`config.mk`:
```
export PLATFORM = sky130hd
export DESIGN_NAME = ay_write_sequencer
export DESIGN_NICKNAME = d
export VERILOG_FILES = /design/src/rtl/ay_write_sequencer.sv
export SDC_FILE = /design/constraint.sdc
export NUM_CORES = 1
export LEC_CHECK = 0
export BUFFER_PORTS_ARGS = -buffer_cell sky130_fd_sc_hd__buf_2
export CAP_MARGIN = 20
export CELL_PAD_IN_SITES_DETAIL_PLACEMENT = 0
export CELL_PAD_IN_SITES_GLOBAL_PLACEMENT = 1
export CORE_UTILIZATION = 51
export DETAILED_ROUTE_END_ITERATION = 10
export PLACE_DENSITY_LB_ADDON = 0.1
export SLEW_MARGIN = 0
export SYNTH_ARGS = -nofsm -noshare
export SYNTH_HDL_FRONTEND = slang
export SYNTH_SLANG_ARGS = --single-unit
```
`constraint.sdc`:
```
create_clock -name clk -period 3.5 [get_ports clk]
set_input_delay 0.175 -clock clk [delete_from_list [all_inputs] [get_ports clk]]
set_output_delay 0.175 -clock clk [all_outputs]
set_load 0.02 [all_outputs]
```
`src/rtl/ay_write_sequencer.sv`:
```
// ay_write_sequencer
//   Register-write engine for a TurboSound AY pair. It drains a FIFO of
//   {chip,reg,data} writes onto the shared AY bus using the 0xFF/0xFE
//   chip-select convention. The bus is shared with the Z80: CPU latch/select
//   cycles are snooped while the bus is idle, and the CPU's selected chip and
//   latched register are put back at the end of every burst.
//
//   Optional feature (macro AYSEQ_SKIP_REDUNDANT_EN): a 2x16 shadow of the AY
//   registers is kept. A queued write whose value already matches the shadow
//   is dropped without any bus cycles. Register 13 (envelope shape) is always
//   written, because writing it retriggers the envelope.
//
// Ports
//   clk, rst            clock, asynchronous active-high reset
//   clken               bus tick strobe; the FSM and the AY bus only move on it
//   disable_turboay     1: queued writes to chip 1 are dropped
//   in_valid/in_ready   write request handshake (in_ready = FIFO not full)
//   in_chip/in_reg/in_data  request payload
//   cpu_bdir/cpu_bc1/cpu_din  snooped CPU AY bus
//   bus_own             1: external mux routes ay_* onto the AY bus
//   ay_bdir/ay_bc1/ay_dout    sequenced AY bus
//   cpu_wait            CPU is touching the AY bus while this block owns it
//   fifo_level          number of queued entries
module ay_write_sequencer #(
    parameter int DEPTH = 8,
    parameter int AW    = 3
) (
    input  logic          clk,
    input  logic          rst,
    input  logic          clken,
    input  logic          disable_turboay,
    input  logic          in_valid,
    output logic          in_ready,
    input  logic          in_chip,
    input  logic [3:0]    in_reg,
    input  logic [7:0]    in_data,
    input  logic          cpu_bdir,
    input  logic          cpu_bc1,
    input  logic [7:0]    cpu_din,
    output logic          bus_own,
    output logic          ay_bdir,
    output logic          ay_bc1,
    output logic [7:0]    ay_dout,
    output logic          cpu_wait,
    output logic [AW:0]   fifo_level
);

    typedef struct packed {
        logic       chip;
        logic [3:0] rg;
        logic [7:0] data;
    } wr_t;

    // Each drive state is a single tick; GAP follows every drive tick and
    // uses the remembered previous phase to decide what comes next.
    typedef enum logic [2:0] {
        S_IDLE, S_SEL, S_ADDR, S_DATA, S_RSEL, S_RADDR, S_GAP
    } state_t;

    localparam logic [AW:0] FULL_LVL = (AW+1)'(DEPTH);

    // ---------------- FIFO ----------------
    wr_t           mem [DEPTH];
    logic [AW-1:0] wr_ptr, rd_ptr;
    logic          push, pop, empty;
    wr_t           head;

    assign empty    = (fifo_level == '0);
    assign in_ready = (fifo_level != FULL_LVL);
    assign push     = in_valid & in_ready;
    assign head     = mem[rd_ptr];

    always_ff @(posedge clk) begin
        if (push) mem[wr_ptr] <= '{chip: in_chip, rg: in_reg, data: in_data};
    end

    always_ff @(posedge clk or posedge rst) begin
        if (rst) begin
            wr_ptr     <= '0;
            rd_ptr     <= '0;
            fifo_level <= '0;
        end else begin
            if (push) wr_ptr <= wr_ptr + 1'b1;
            if (pop)  rd_ptr <= rd_ptr + 1'b1;
            case ({push, pop})
                2'b10:   fifo_level <= fifo_level + 1'b1;
                2'b01:   fifo_level <= fifo_level - 1'b1;
                default: fifo_level <= fifo_level;
            endcase
        end
    end

    // ---------------- CPU snoop ----------------
    logic       cpu_chip, cur_chip, cur_chip_nx;
    logic [7:0] cpu_addr;
    logic       snoop_lat, snoop_sel, snoop_wr;

    assign snoop_lat = ~bus_own & cpu_bdir & cpu_bc1;
    assign snoop_sel = snoop_lat & (cpu_din[7:1] == 7'h7F);
    assign snoop_wr  = ~bus_own & cpu_bdir & ~cpu_bc1;
    assign cpu_wait  = bus_own & (cpu_bdir | cpu_bc1);

    always_ff @(posedge clk or posedge rst) begin
        if (rst) begin
            cpu_chip <= 1'b0;
            cpu_addr <= 8'h00;
        end else if (snoop_sel) begin
            cpu_chip <= ~cpu_din[0];
        end else if (snoop_lat) begin
            cpu_addr <= cpu_din;
        end
    end

    // cur_chip is the chip actually selected on the AY bus. While idle the
    // CPU owns the bus, so its selects move it too; otherwise the FSM does.
    // No conflict: the FSM only pops when no CPU strobe is present.
    always_ff @(posedge clk or posedge rst) begin
        if (rst)            cur_chip <= 1'b0;
        else if (snoop_sel) cur_chip <= ~cpu_din[0];
        else if (clken)     cur_chip <= cur_chip_nx;
    end

    // ---------------- redundant-write filter ----------------
    logic   skip_hit;
    state_t state, state_nx, prev, prev_nx;
    wr_t    cur, cur_nx;

`ifdef AYSEQ_SKIP_REDUNDANT_EN
    logic [7:0] shadow [0:1][0:15];

    always_ff @(posedge clk or posedge rst) begin
        if (rst) begin
            for (int c = 0; c < 2; c++)
                for (int r = 0; r < 16; r++)
                    shadow[c][r] <= 8'h00;
        end else if (state == S_DATA) begin
            shadow[cur.chip][cur.rg] <= cur.data;
        end else if (snoop_wr) begin
            shadow[cpu_chip][cpu_addr[3:0]] <= cpu_din;
        end
    end

    assign skip_hit = (head.rg != 4'd13) && (shadow[head.chip][head.rg] == head.data);
`else
    assign skip_hit = 1'b0;
`endif

    // ---------------- sequencer FSM ----------------
    logic       drop;
    logic       start_sel;
    logic [7:0] start_dout;
    logic       bus_own_nx, bdir_nx, bc1_nx;
    logic [7:0] dout_nx;

    assign drop       = (head.chip & disable_turboay) | skip_hit;
    assign start_sel  = (head.chip != cur_chip);
    assign start_dout = start_sel ? (head.chip ? 8'hFE : 8'hFF) : {4'h0, head.rg};

    always_ff @(posedge clk or posedge rst) begin
        if (rst) begin
            state   <= S_IDLE;
            prev    <= S_IDLE;
            cur     <= '0;
            bus_own <= 1'b0;
            ay_bdir <= 1'b0;
            ay_bc1  <= 1'b0;
            ay_dout <= 8'h00;
        end else if (clken) begin
            state   <= state_nx;
            prev    <= prev_nx;
            cur     <= cur_nx;
            bus_own <= bus_own_nx;
            ay_bdir <= bdir_nx;
            ay_bc1  <= bc1_nx;
            ay_dout <= dout_nx;
        end
    end

    always_comb begin
        state_nx    = state;
        prev_nx     = prev;
        cur_nx      = cur;
        cur_chip_nx = cur_chip;
        bus_own_nx  = bus_own;
        bdir_nx     = 1'b0;
        bc1_nx      = 1'b0;
        dout_nx     = ay_dout;
        pop         = 1'b0;
        if (clken) begin
            case (state)
                S_IDLE: begin
                    if (!empty && !(cpu_bdir || cpu_bc1)) begin
                        pop = 1'b1;
                        if (!drop) begin
                            bus_own_nx  = 1'b1;
                            cur_nx      = head;
                            cur_chip_nx = head.chip;
                            state_nx    = start_sel ? S_SEL : S_ADDR;
                            bdir_nx     = 1'b1;
                            bc1_nx      = 1'b1;
                            dout_nx     = start_dout;
                        end
                    end
                end
                S_SEL, S_ADDR, S_DATA, S_RSEL, S_RADDR: begin
                    state_nx = S_GAP;
                    prev_nx  = state;
                end
                S_GAP: begin
                    case (prev)
                        S_SEL: begin
                            state_nx = S_ADDR;
                            bdir_nx  = 1'b1;
                            bc1_nx   = 1'b1;
                            dout_nx  = {4'h0, cur.rg};
                        end
                        S_ADDR: begin
                            state_nx = S_DATA;
                            bdir_nx  = 1'b1;
                            dout_nx  = cur.data;
                        end
                        S_DATA: begin
                            if (!empty) begin
                                // Keep the bus and chain the next entry; a
                                // dropped entry just costs this GAP one tick.
                                pop = 1'b1;
                                if (!drop) begin
                                    cur_nx      = head;
                                    cur_chip_nx = head.chip;
                                    state_nx    = start_sel ? S_SEL : S_ADDR;
                                    bdir_nx     = 1'b1;
                                    bc1_nx      = 1'b1;
                                    dout_nx     = start_dout;
                                end
                            end else if (cpu_chip != cur_chip) begin
                                cur_chip_nx = cpu_chip;
                                state_nx    = S_RSEL;
                                bdir_nx     = 1'b1;
                                bc1_nx      = 1'b1;
                                dout_nx     = cpu_chip ? 8'hFE : 8'hFF;
                            end else begin
                                state_nx = S_RADDR;
                                bdir_nx  = 1'b1;
                                bc1_nx   = 1'b1;
                                dout_nx  = cpu_addr;
                            end
                        end
                        S_RSEL: begin
                            state_nx = S_RADDR;
                            bdir_nx  = 1'b1;
                            bc1_nx   = 1'b1;
                            dout_nx  = cpu_addr;
                        end
                        default: begin
                            state_nx   = S_IDLE;
                            bus_own_nx = 1'b0;
                        end
                    endcase
                end
                default: state_nx = S_IDLE;
            endcase
        end
    end

endmodule

```
==> results of run 1 <==
## worst max-delay path by stage
| stage | startpoint | cells past startpoint | endpoint | slack, ns |
|---|---|---|---|---|
| after detailed placement | state[0] | 10 | fifo_level[3] | 0.57 |
| after global routing | prev[0] | 10 | fifo_level[3] | 0.38 |
| after floorplan | fifo_level[0] | 4 | mem[4][0] | 0.50 |
| final | prev[0] | 10 | fifo_level[3] | 0.55 |
| after CTS | state[0] | 10 | fifo_level[3] | 0.56 |
| after global placement | state[0] | 10 | fifo_level[3] | 0.64 |
## power by group through the flow
stage               clock network (mW)  logic [mW]  registers [mW]
global route                      1.89        2.46            2.78
detailed placement                   0        2.26            2.76
finish                            1.79        2.26            2.73
floorplan                            0        1.68            2.68
global placement                     0        2.24            2.73
CTS                               1.82        2.28            2.73
## worst max-delay path, stage by stage (launching register included)
cell and delay, ns:
dfrtp_1 0.62, nand3b_1 0.38, o32a_2 0.32, nor3_4 0.29
ha_1 0.26, ha_1 0.24, a21o_1 0.18, a21oi_1 0.19
xnor2_1 0.14, nor2_1 0.06, xor2_1 0.14
## metrics by stage
step                utilization  area [sq um]  setup slack, ns  hold slack, ns  power (mW)
floorplan                     -          6800            0.502           0.274        4.36
CTS                       0.618          7930            0.565         0.00104        6.83
global placement          0.566          7260            0.642           0.421        4.97
finish                    0.621          7960            0.555          0.0117        6.78
global route              0.621          7960            0.384          0.0178        7.13
detailed placement        0.566          7260            0.573           0.425        5.02
## logic make-up after synthesis
family / after synthesis / synth area share
AOI/OAI and AO/OA: 76 / 0.0810
xor gates and xnor gates: 11 / 0.0142
adders and majority gates: 7 / 0.0136
buffers and inverters: 36 / 0.0241
DFF: 153 / 0.640
muxes: 57 / 0.132
and+or+nand+nor: 120 / 0.0960
## routing by layer
layer  up-vias  track usage  wire length (microns)
met1      2033        0.279                   6150
met4         0        0.100                    365
met2        91        0.358                   7050
li1       1894            -                      -
met3        26       0.0509                    462
met5         -            0                      0
## layout make-up
class | count | area, sq um | share of cell area
Clock buffer | 19 | 433 | 0.0544
Clock inverter | 12 | 141 | 0.0178
Inverter | 10 | 37.5 | 0.00472
Multi-Input combinational cell | 271 | 2330 | 0.293
Sequential cell | 153 | 4350 | 0.547
Tap cell | 172 | 215 | 0.0270
Timing Repair Buffer | 70 | 453 | 0.0569
## cell usage after synthesis (5+ instances only)
| cell type | instances |
|---|---|
| xnor2_1 | 7 |
| inv_1 | 10 |
| mux4_2 | 24 |
| nand2b_1 | 12 |
| o21ai_1 | 5 |
| mux2i_1 | 14 |
| nand3_1 | 8 |
| o32a_1 | 7 |
| buf_2 | 5 |
| a21oi_1 | 6 |
| nor2_1 | 27 |
| nand2_1 | 31 |
| a2bb2oi_1 | 6 |
| mux2_2 | 19 |
| nor3_1 | 8 |
| dfrtp_1 | 49 |
| ha_1 | 5 |
| clkbuf_1 | 14 |
| edfxtp_1 | 104 |
| o21ai_0 | 18 |
| o21a_1 | 9 |
## timing repair
action,in CTS,in global routing
setup endpoints to repair,0,0
resized for setup,0,0
hold buffers,9,1
endpoints found under the hold margin,11,22
## registers in the layout (all words and copies together), names as in the netlist
register and flops:
rd_ptr 3, cur 12, prev 3, mem 104, cur_chip 1, cpu_addr 8, state 3, bus_own 1
ay_bc1 1, ay_bdir 1, ay_dout 8, wr_ptr 3, cpu_chip 1, fifo_level 4
==> reports/metrics.yaml, run 1 <==
clock_tree:
  clk_latency_ns: 0.43
  h-tree-depth: 4
  root_buffer: "clkbuf_16"
  cts_buffers: 17
  cts_tree: "done"
  cts_setup_buffers: 0
  clkSlewWorstSetupHoldPaths_ns: 0.06
  cts.sinks: 153
  cts.path.max_buffers: 2
global_routing:
  grt_pass1_wl_microns: 22400
  grt_usage: 0.219
  grt_pass1_vias: 4048
  grt_max_degree: 50
  antenna_found_initial: 0
  grt-ovfl-total: 0
yosys:
  ys_seq_area_frac: 0.640
  synth.area.top_cells: "edfxtp_1 (46%), dfrtp_1 (18%), mux4_2 (7.9%), mux2_2 (3.1%), mux2i_1 (2.1%)"
  synth_top_area_share: 0.459
  ys_ff_latch: 153
  postSynth.asyncResetShare: 0.320
  syn_inst: 460
  synth_cell_types: 61
  synth_area_leader_cell: "edfxtp_1"
  synth_edf_count: 104
  syn-cell-area_sq_um: 6800
  yosysWarnings: 0
  synth_ff_type: "edfxtp_1"
  avgSynthCellArea_sq_um: 14.8
  synth_nets: 494
hold_path:
  worstHoldStart: "in_data[3]"
  hold_class: "in2reg"
  min_to: "mem[2][3]"
  whs_path_depth: 1
timing:
  post-route-period-util: 0.841
  rsz0062_at_grt: "no"
  tightest_slew_ns: 0.886
  slew_violations: 0
  finalSetupTns_ns: 0
  setup_viol: 0
  finClkSkew_ns: 0.00854
  timing.final.crit_period_ns: 2.95
  hold_violations: 0
  maxSlewHeadroom: 0.408
  fmax_ghz: 0.340
placed_design:
  dp_cells: 665
  dp.final_hpwl_microns: 9100
  routabilityCongestion: 0.813
  numPortBuffers: 44
floorplanning:
  die_area_sq_um: 13800
  die_h_microns: 117
  die_w_microns: 117
  start_util: 0.530
  rows: 41
  num_io_pins: 45
  fp.coreArea_sq_um: 12800
detailed_routing:
  routed_wl_microns: 14000
  drc: 0
  drtAntennaViolNets: 0
  drtIter0Drc: 272
  vias_per_cell: 5.72
  vias: 4044
  wl_per_cell_microns: 19.8
  dr.pass1.iters: 4
layout:
  layout-drive-gt1-share: 0.286
  nNetsFinal: 557
  final_cells: 707
  num_antenna_cells: 0
  final_cell_mix: "edfxtp_1 (104), dfrtp_1 (48), buf_2 (44)"
  area.growth.synth_to_final_pct: 17.0
  fill_cells: 996
  final_common_cell: "edfxtp_1"
flow_run:
  maxCapViolations: 0
setup_path:
  arrival_ns: 3.25
  crit_type: "reg2reg"
  reg2reg_depth: 10
  cp-end-kind: "register"
  crit_path_start_kind: "register"
  r2r-start: "prev[0]"
  worstPathRequired_ns: 3.81
  crit_path_max_fanout: 16
  rrSetupSlack_ns: 0.55
  worstReg2RegEnd: "fifo_level[3]"
power_and_ir_drop:
  swShare: 0.341
  p_int_mw: 4.46
  clkPwrFrac: 0.264
  powerDensity_nw_per_um2: 851
  p_leak_nw: 2.96
  peakVddDrop_mv: 0.525
  comb_power_share: 0.333
  switchingPower_mw: 2.31
  pwr-share-seq: 0.403
run_status:
  run_status: "complete, no violations"
(Power assumes the default switching activity.)
==> inputs of run 2 (changes only) <==
- CORE_UTILIZATION: 51 -> 46
- clock period: 3.5 -> 2.5 ns (I/O delays scaled with it)
==> reports/metrics.yaml, run 2 (synthesis results as in run 1) <==
run_status:
  run_status: "complete, no violations"
clock_tree:
  clk_latency_ns: 0.42  # about the same
  cts.sinks: 153  # unchanged
  clkSlewWorstSetupHoldPaths_ns: 0.06  # about the same
  root_buffer: "clkbuf_16"
  cts_tree: "done"
  cts_buffers: 17  # unchanged
  cts.path.max_buffers: 2  # unchanged
  h-tree-depth: 4  # unchanged
floorplanning:
  die_w_microns: 124  # +5.2%
  rows: 44  # +7.3%
  die_h_microns: 124  # +5.2%
  start_util: 0.470  # -0.0606
  die_area_sq_um: 15300  # +11%
  fp.coreArea_sq_um: 14500  # +13%
  num_io_pins: 45  # unchanged
detailed_routing:
  vias_per_cell: 5.51  # -3.6%
  drtIter0Drc: 331  # +22%
  drtAntennaViolNets: 0  # unchanged
  routed_wl_microns: 14000  # -0.41%
  drc: 0  # unchanged
  wl_per_cell_microns: 18.6  # -6.2%
  vias: 4139  # +2.3%
  dr.pass1.iters: 5  # +1
layout:
  top_register: "mem"
  final_cells: 751  # +6.2%
  largest_register_ffs: 104  # unchanged
  nNetsFinal: 588  # +5.6%
  fill_cells: 1163  # +17%
  final_core_util: 0.571  # -0.0495
  reg.largest.list: "mem x104, cur x12"
  area.growth.synth_to_final_pct: 21.6
  final_common_cell: "edfxtp_1"
  layout-drive-gt1-share: 0.305  # +0.0191
  num_antenna_cells: 0  # unchanged
  final_cell_mix: "edfxtp_1 (104), dfrtp_1 (48), buf_2 (44)"
setup_path:
  worstPathRequired_ns: 2.80  # -1.01 ns
  arrival_ns: 2.71  # -0.54 ns
  crit_path_max_fanout: 2  # -14
  worstPathCellList: "or3_4, o32a_4, nor3_4, ha_2, ha_4, a21o_1, a21oi_2, xnor2_1, nor2_1, xor2_1"
  cpPeakStageDelay_ns: 0.39  # -0.23 ns
  cp_slowest_cell: "or3_4"
  crit_type: "reg2reg"
  critPathBufInv: 0  # unchanged
  path_delay_family: "compound AO/OA/AOI/OAI gates"
  crit_path_start_kind: "register"
  cp-end-kind: "register"
timing:
  rsz0062_at_grt: "yes"
  hold_slack_ns: 0.102  # +0.0899 ns
  tightest_slew_ns: 0.656  # -0.231 ns
  finClkSkew_ns: 0.0111  # +0.00260 ns
  hold_violations: 0  # unchanged
  fmax_ghz: 0.414  # +22%
  timing.final.crit_period_ns: 2.42  # -0.529 ns
  post-route-period-util: 0.966  # +0.125
  slew_violations: 0  # unchanged
  setup_viol: 0  # unchanged
  maxSlewHeadroom: 0.563  # +0.154
  finalSetupTns_ns: 0  # unchanged
placed_design:
  dp.final_hpwl_microns: 9180  # +0.80%
  routabilityCongestion: 0.820  # +0.84%
  numPortBuffers: 44  # unchanged
  dp_cells: 696  # +4.7%
flow_run:
  maxCapViolations: 0  # unchanged
power_and_ir_drop:
  pwr-share-seq: 0.389  # -0.014
  clkPwrFrac: 0.257  # -0.007
  peakVddDrop_mv: 0.838  # +60%
  finalPower_mw: 9.71  # +43%
  comb_power_share: 0.354  # +0.021
  swShare: 0.336  # -0.00586
  powerDensity_nw_per_um2: 1170  # +38%
  p_leak_nw: 3.10  # +4.9%
  switchingPower_mw: 3.26  # +41%
  p_int_mw: 6.45  # +45%
global_routing:
  antenna_found_initial: 0  # unchanged
  grt_max_degree: 50  # unchanged
  grt_usage: 0.201  # -0.0184
  grt_pass1_wl_microns: 22000  # -1.5%
  grt_pass1_vias: 4182  # +3.3%
  grt-ovfl-total: 0  # unchanged
hold_path:
  hold_class: "in2reg"
==> run 2: changes by cell type in the layout (fill, tap and decap cells not counted), moves of 2 or more <==
cell           previous run  this run
buf_4                    15        33
dlygate4sd3_1            10        23
clkinv_4                  4         2
ha_1                      5         3
inv_6                     3         5
==> run 2: final cells by class <==
type / count / area [sq um] / share of cell area
flip-flops and latches: 153 / 4350 / 0.526
multi-input cells: 271 / 2360 / 0.285
repair buffers: 101 / 718 / 0.0869
clock buffers: 20 / 437 / 0.0528
well taps: 184 / 230 / 0.0278
clock inverters: 12 / 138 / 0.0166
inverters: 10 / 37.5 / 0.00454
==> run 2: worst paths after layout <==
check,startpoint,to,slack (ns),cells after the start
worst max-delay path,state[1],fifo_level[3],0.08,10
worst min-delay path,clken,ay_bc1,0.10,2
worst max register to register,state[1],fifo_level[3],0.08,10
worst min register to register,cur[2],cur[2],0.49,2
max in group asynchronous,rst,rd_ptr[0],1.61,4
min in group asynchronous,rst,prev[1],0.41,4
==> run 2: timing repair <==
| action | in CTS | in global routing |
|---|---|---|
| buffers inserted | 0 | 0 |
| hold buffers | 23 | 0 |
| pin swaps | 1 | 0 |
| setup endpoints to repair | 1 | 6 |
| endpoints found under the hold margin | 163 | 0 |
| resized for setup | 0 | 3 |
==> run 2: metrics by stage <==
step                worst slack (ns)  area (sq um)
floorplan                     -0.141          6840
global placement              0.0435          7450
detailed placement           0.00300          7450
CTS                           0.0645          8250
global route                 -0.0408          8270
finish                        0.0840          8270
==> run 2: power by group through the flow <==
stage	clock (mW)	combinational, mW	sequential, mW
finish	2.50	3.44	3.77
global route	2.66	3.76	3.85
CTS	2.56	3.47	3.77
detailed placement	0	3.43	3.82
global placement	0	3.39	3.79
floorplan	0	2.39	3.75
==> run 2: layer usage <==
layer | routed length [microns] | vias to the layer above | global-route usage | part of all wire
met4 | 242 | 0 | 0.0715 | 0.017
met1 | 6060 | 2065 | 0.241 | 0.43
met2 | 7050 | 90 | 0.347 | 0.51
li1 | - | 1961 | - | -
met3 | 611 | 23 | 0.0527 | 0.044
met5 | 0 | - | 0 | 0
==> inputs of run 3 (changes only) <==
- REMOVE_ABC_BUFFERS: not set -> 1
==> reports/metrics.yaml, run 3 (synthesis results as in run 1) <==
run_status:
  run_status: "complete, no violations"
floorplanning:
  rows: 44  # unchanged
  die_h_microns: 124  # unchanged
  die_area_sq_um: 15300  # unchanged
  fp.coreArea_sq_um: 14500  # unchanged
  start_util: 0.470  # unchanged
  num_io_pins: 45  # unchanged
  die_w_microns: 124  # unchanged
clock_tree:
  clkSlewWorstSetupHoldPaths_ns: 0.06  # about the same
  cts.sinks: 153  # unchanged
  clk_latency_ns: 0.42  # about the same
  h-tree-depth: 4  # unchanged
  cts_buffers: 17  # unchanged
  cts.path.max_buffers: 2  # unchanged
  cts_tree: "done"
  root_buffer: "clkbuf_16"
timing:
  setup_viol: 0  # unchanged
  hold_slack_ns: 0.106  # +0.00486 ns
  finalSetupTns_ns: 0  # unchanged
  slew_violations: 0  # unchanged
  setup_slack_ns: 0.107  # +0.0229 ns
  hold_violations: 0  # unchanged
  finClkSkew_ns: 0.00932  # -0.00182 ns
  fmax_ghz: 0.418  # +0.96%
  timing.final.crit_period_ns: 2.39  # -0.0229 ns
  rsz0062_at_grt: "yes"
  post-route-period-util: 0.957  # -0.00917
  tightest_slew_ns: 0.371  # -0.285 ns
  maxSlewHeadroom: 0.752  # +0.189
global_routing:
  grt_pass1_vias: 4080  # -2.4%
  grt_util_met1: 0.262  # +0.0209
  grt_max_degree: 22  # -56%
  grt_pass1_wl_microns: 22300  # +1.3%
  antenna_found_initial: 0  # unchanged
  grtUsageMet2: 0.333  # -0.0139
  grt_usage: 0.203  # +0.00277
  busiest_layer: "met2"
  grt-ovfl-total: 0  # unchanged
  met3_usage: 0.0490  # -0.00366
detailed_routing:
  wl_per_cell_microns: 18.9  # +1.8%
  vias_per_cell: 5.41  # -1.8%
  drc: 0  # unchanged
  dr.pass1.iters: 7  # +2
  routed_wl_microns: 14300  # +2.5%
  drtIter0Drc: 231  # -30%
  vias: 4091  # -1.2%
  drtAntennaViolNets: 0  # unchanged
power_and_ir_drop:
  powerDensity_nw_per_um2: 1180  # +0.20%
  peakVddDrop_mv: 0.561  # -33%
  p_leak_nw: 3.13  # +0.76%
  finalPower_mw: 9.75  # +0.44%
setup_path:
  crit_type: "reg2reg"
  crit_path_max_fanout: 2  # unchanged
  crit_path_start_kind: "register"
  arrival_ns: 2.69  # -0.02 ns
  worstPathRequired_ns: 2.80  # about the same
  cp-end-kind: "register"
placed_design:
  dp.final_hpwl_microns: 9630  # +4.9%
  numPortBuffers: 44  # unchanged
  routabilityCongestion: 0.812  # -0.93%
  post-place-ws_ns: -0.0186  # -0.0216 ns
layout:
  top_register: "mem"
  final_core_util: 0.573  # +0.00138
  layout-drive-gt1-share: 0.311  # +0.00607
  num_antenna_cells: 0  # unchanged
  area.growth.synth_to_final_pct: 21.9
  largest_register_ffs: 104  # unchanged
  nNetsFinal: 594  # +1.0%
  final_common_cell: "edfxtp_1"
  reg.largest.list: "mem x104, cur x12"
  final_cell_mix: "edfxtp_1 (104), dfrtp_1 (48), buf_2 (44)"
hold_path:
  hold_class: "in2reg"
flow_run:
  maxCapViolations: 0  # unchanged
==> run 3: cell type report <==
cell class / count / area [sq um]
Clock buffer: 19 / 433
Clock inverter: 12 / 144
Fill cell: 1151 / 6190
Inverter: 10 / 37.5
Multi-Input combinational cell: 271 / 2340
Sequential cell: 153 / 4350
Tap cell: 184 / 230
Timing Repair Buffer: 107 / 751
==> run 3: per-stage QoR <==
| step | cell area, sq um | cells |
|---|---|---|
| 4_1_cts | 8270 | 755 |
| 6_report | 8290 | 756 |
| 2_1_floorplan | 6670 | 434 |
| 3_3_place_gp | 7460 | 701 |
| 3_5_place_dp | 7460 | 701 |
| 5_1_grt | 8290 | 756 |
==> run 3: routing by layer <==
layer,vias to the layer above,part of all wire,wire length (microns)
li1,1968,-,-
met5,-,0,0
met3,18,0.030,435
met2,75,0.50,7110
met4,0,0.019,278
met1,2030,0.45,6490
==> run 3: critical path, cell delays in order, from the launching register on <==
cell and delay, ns:
dfrtp_1 0.38, or3_4 0.39, o32a_4 0.32, nor3_4 0.13, ha_2 0.20, ha_1 0.22
a21o_1 0.18, a21oi_2 0.13, xnor2_1 0.12, nor2_1 0.07, xor2_1 0.13
==> run 3: timing repair <==
action,4_1_cts,5_1_grt
hold buffers,23,0
pin swaps,1,4
setup endpoints to repair,1,2
gates resized for setup,2,1
buffers inserted,0,1
endpoints found under the hold margin,163,0
==> run 3: final timing paths <==
kind	startpoint	end	slack [ns]	depth (start not counted)
max reg2reg	state[1]	fifo_level[3]	0.11	10
min in group asynchronous	rst	wr_ptr[1]	0.16	3
max	state[1]	fifo_level[3]	0.11	10
min	clken	ay_bc1	0.11	2
max in group asynchronous	rst	cur[10]	1.80	4
min reg2reg	cur[7]	cur[7]	0.50	2
==> run 3: report_power, final <==
group	total (mW)	internal [mW]	switching [mW]	leakage, nW
clock	2.51	1.48	1.03	0.276
combinational	3.49	1.66	1.83	1.32
sequential	3.75	3.33	0.429	1.53
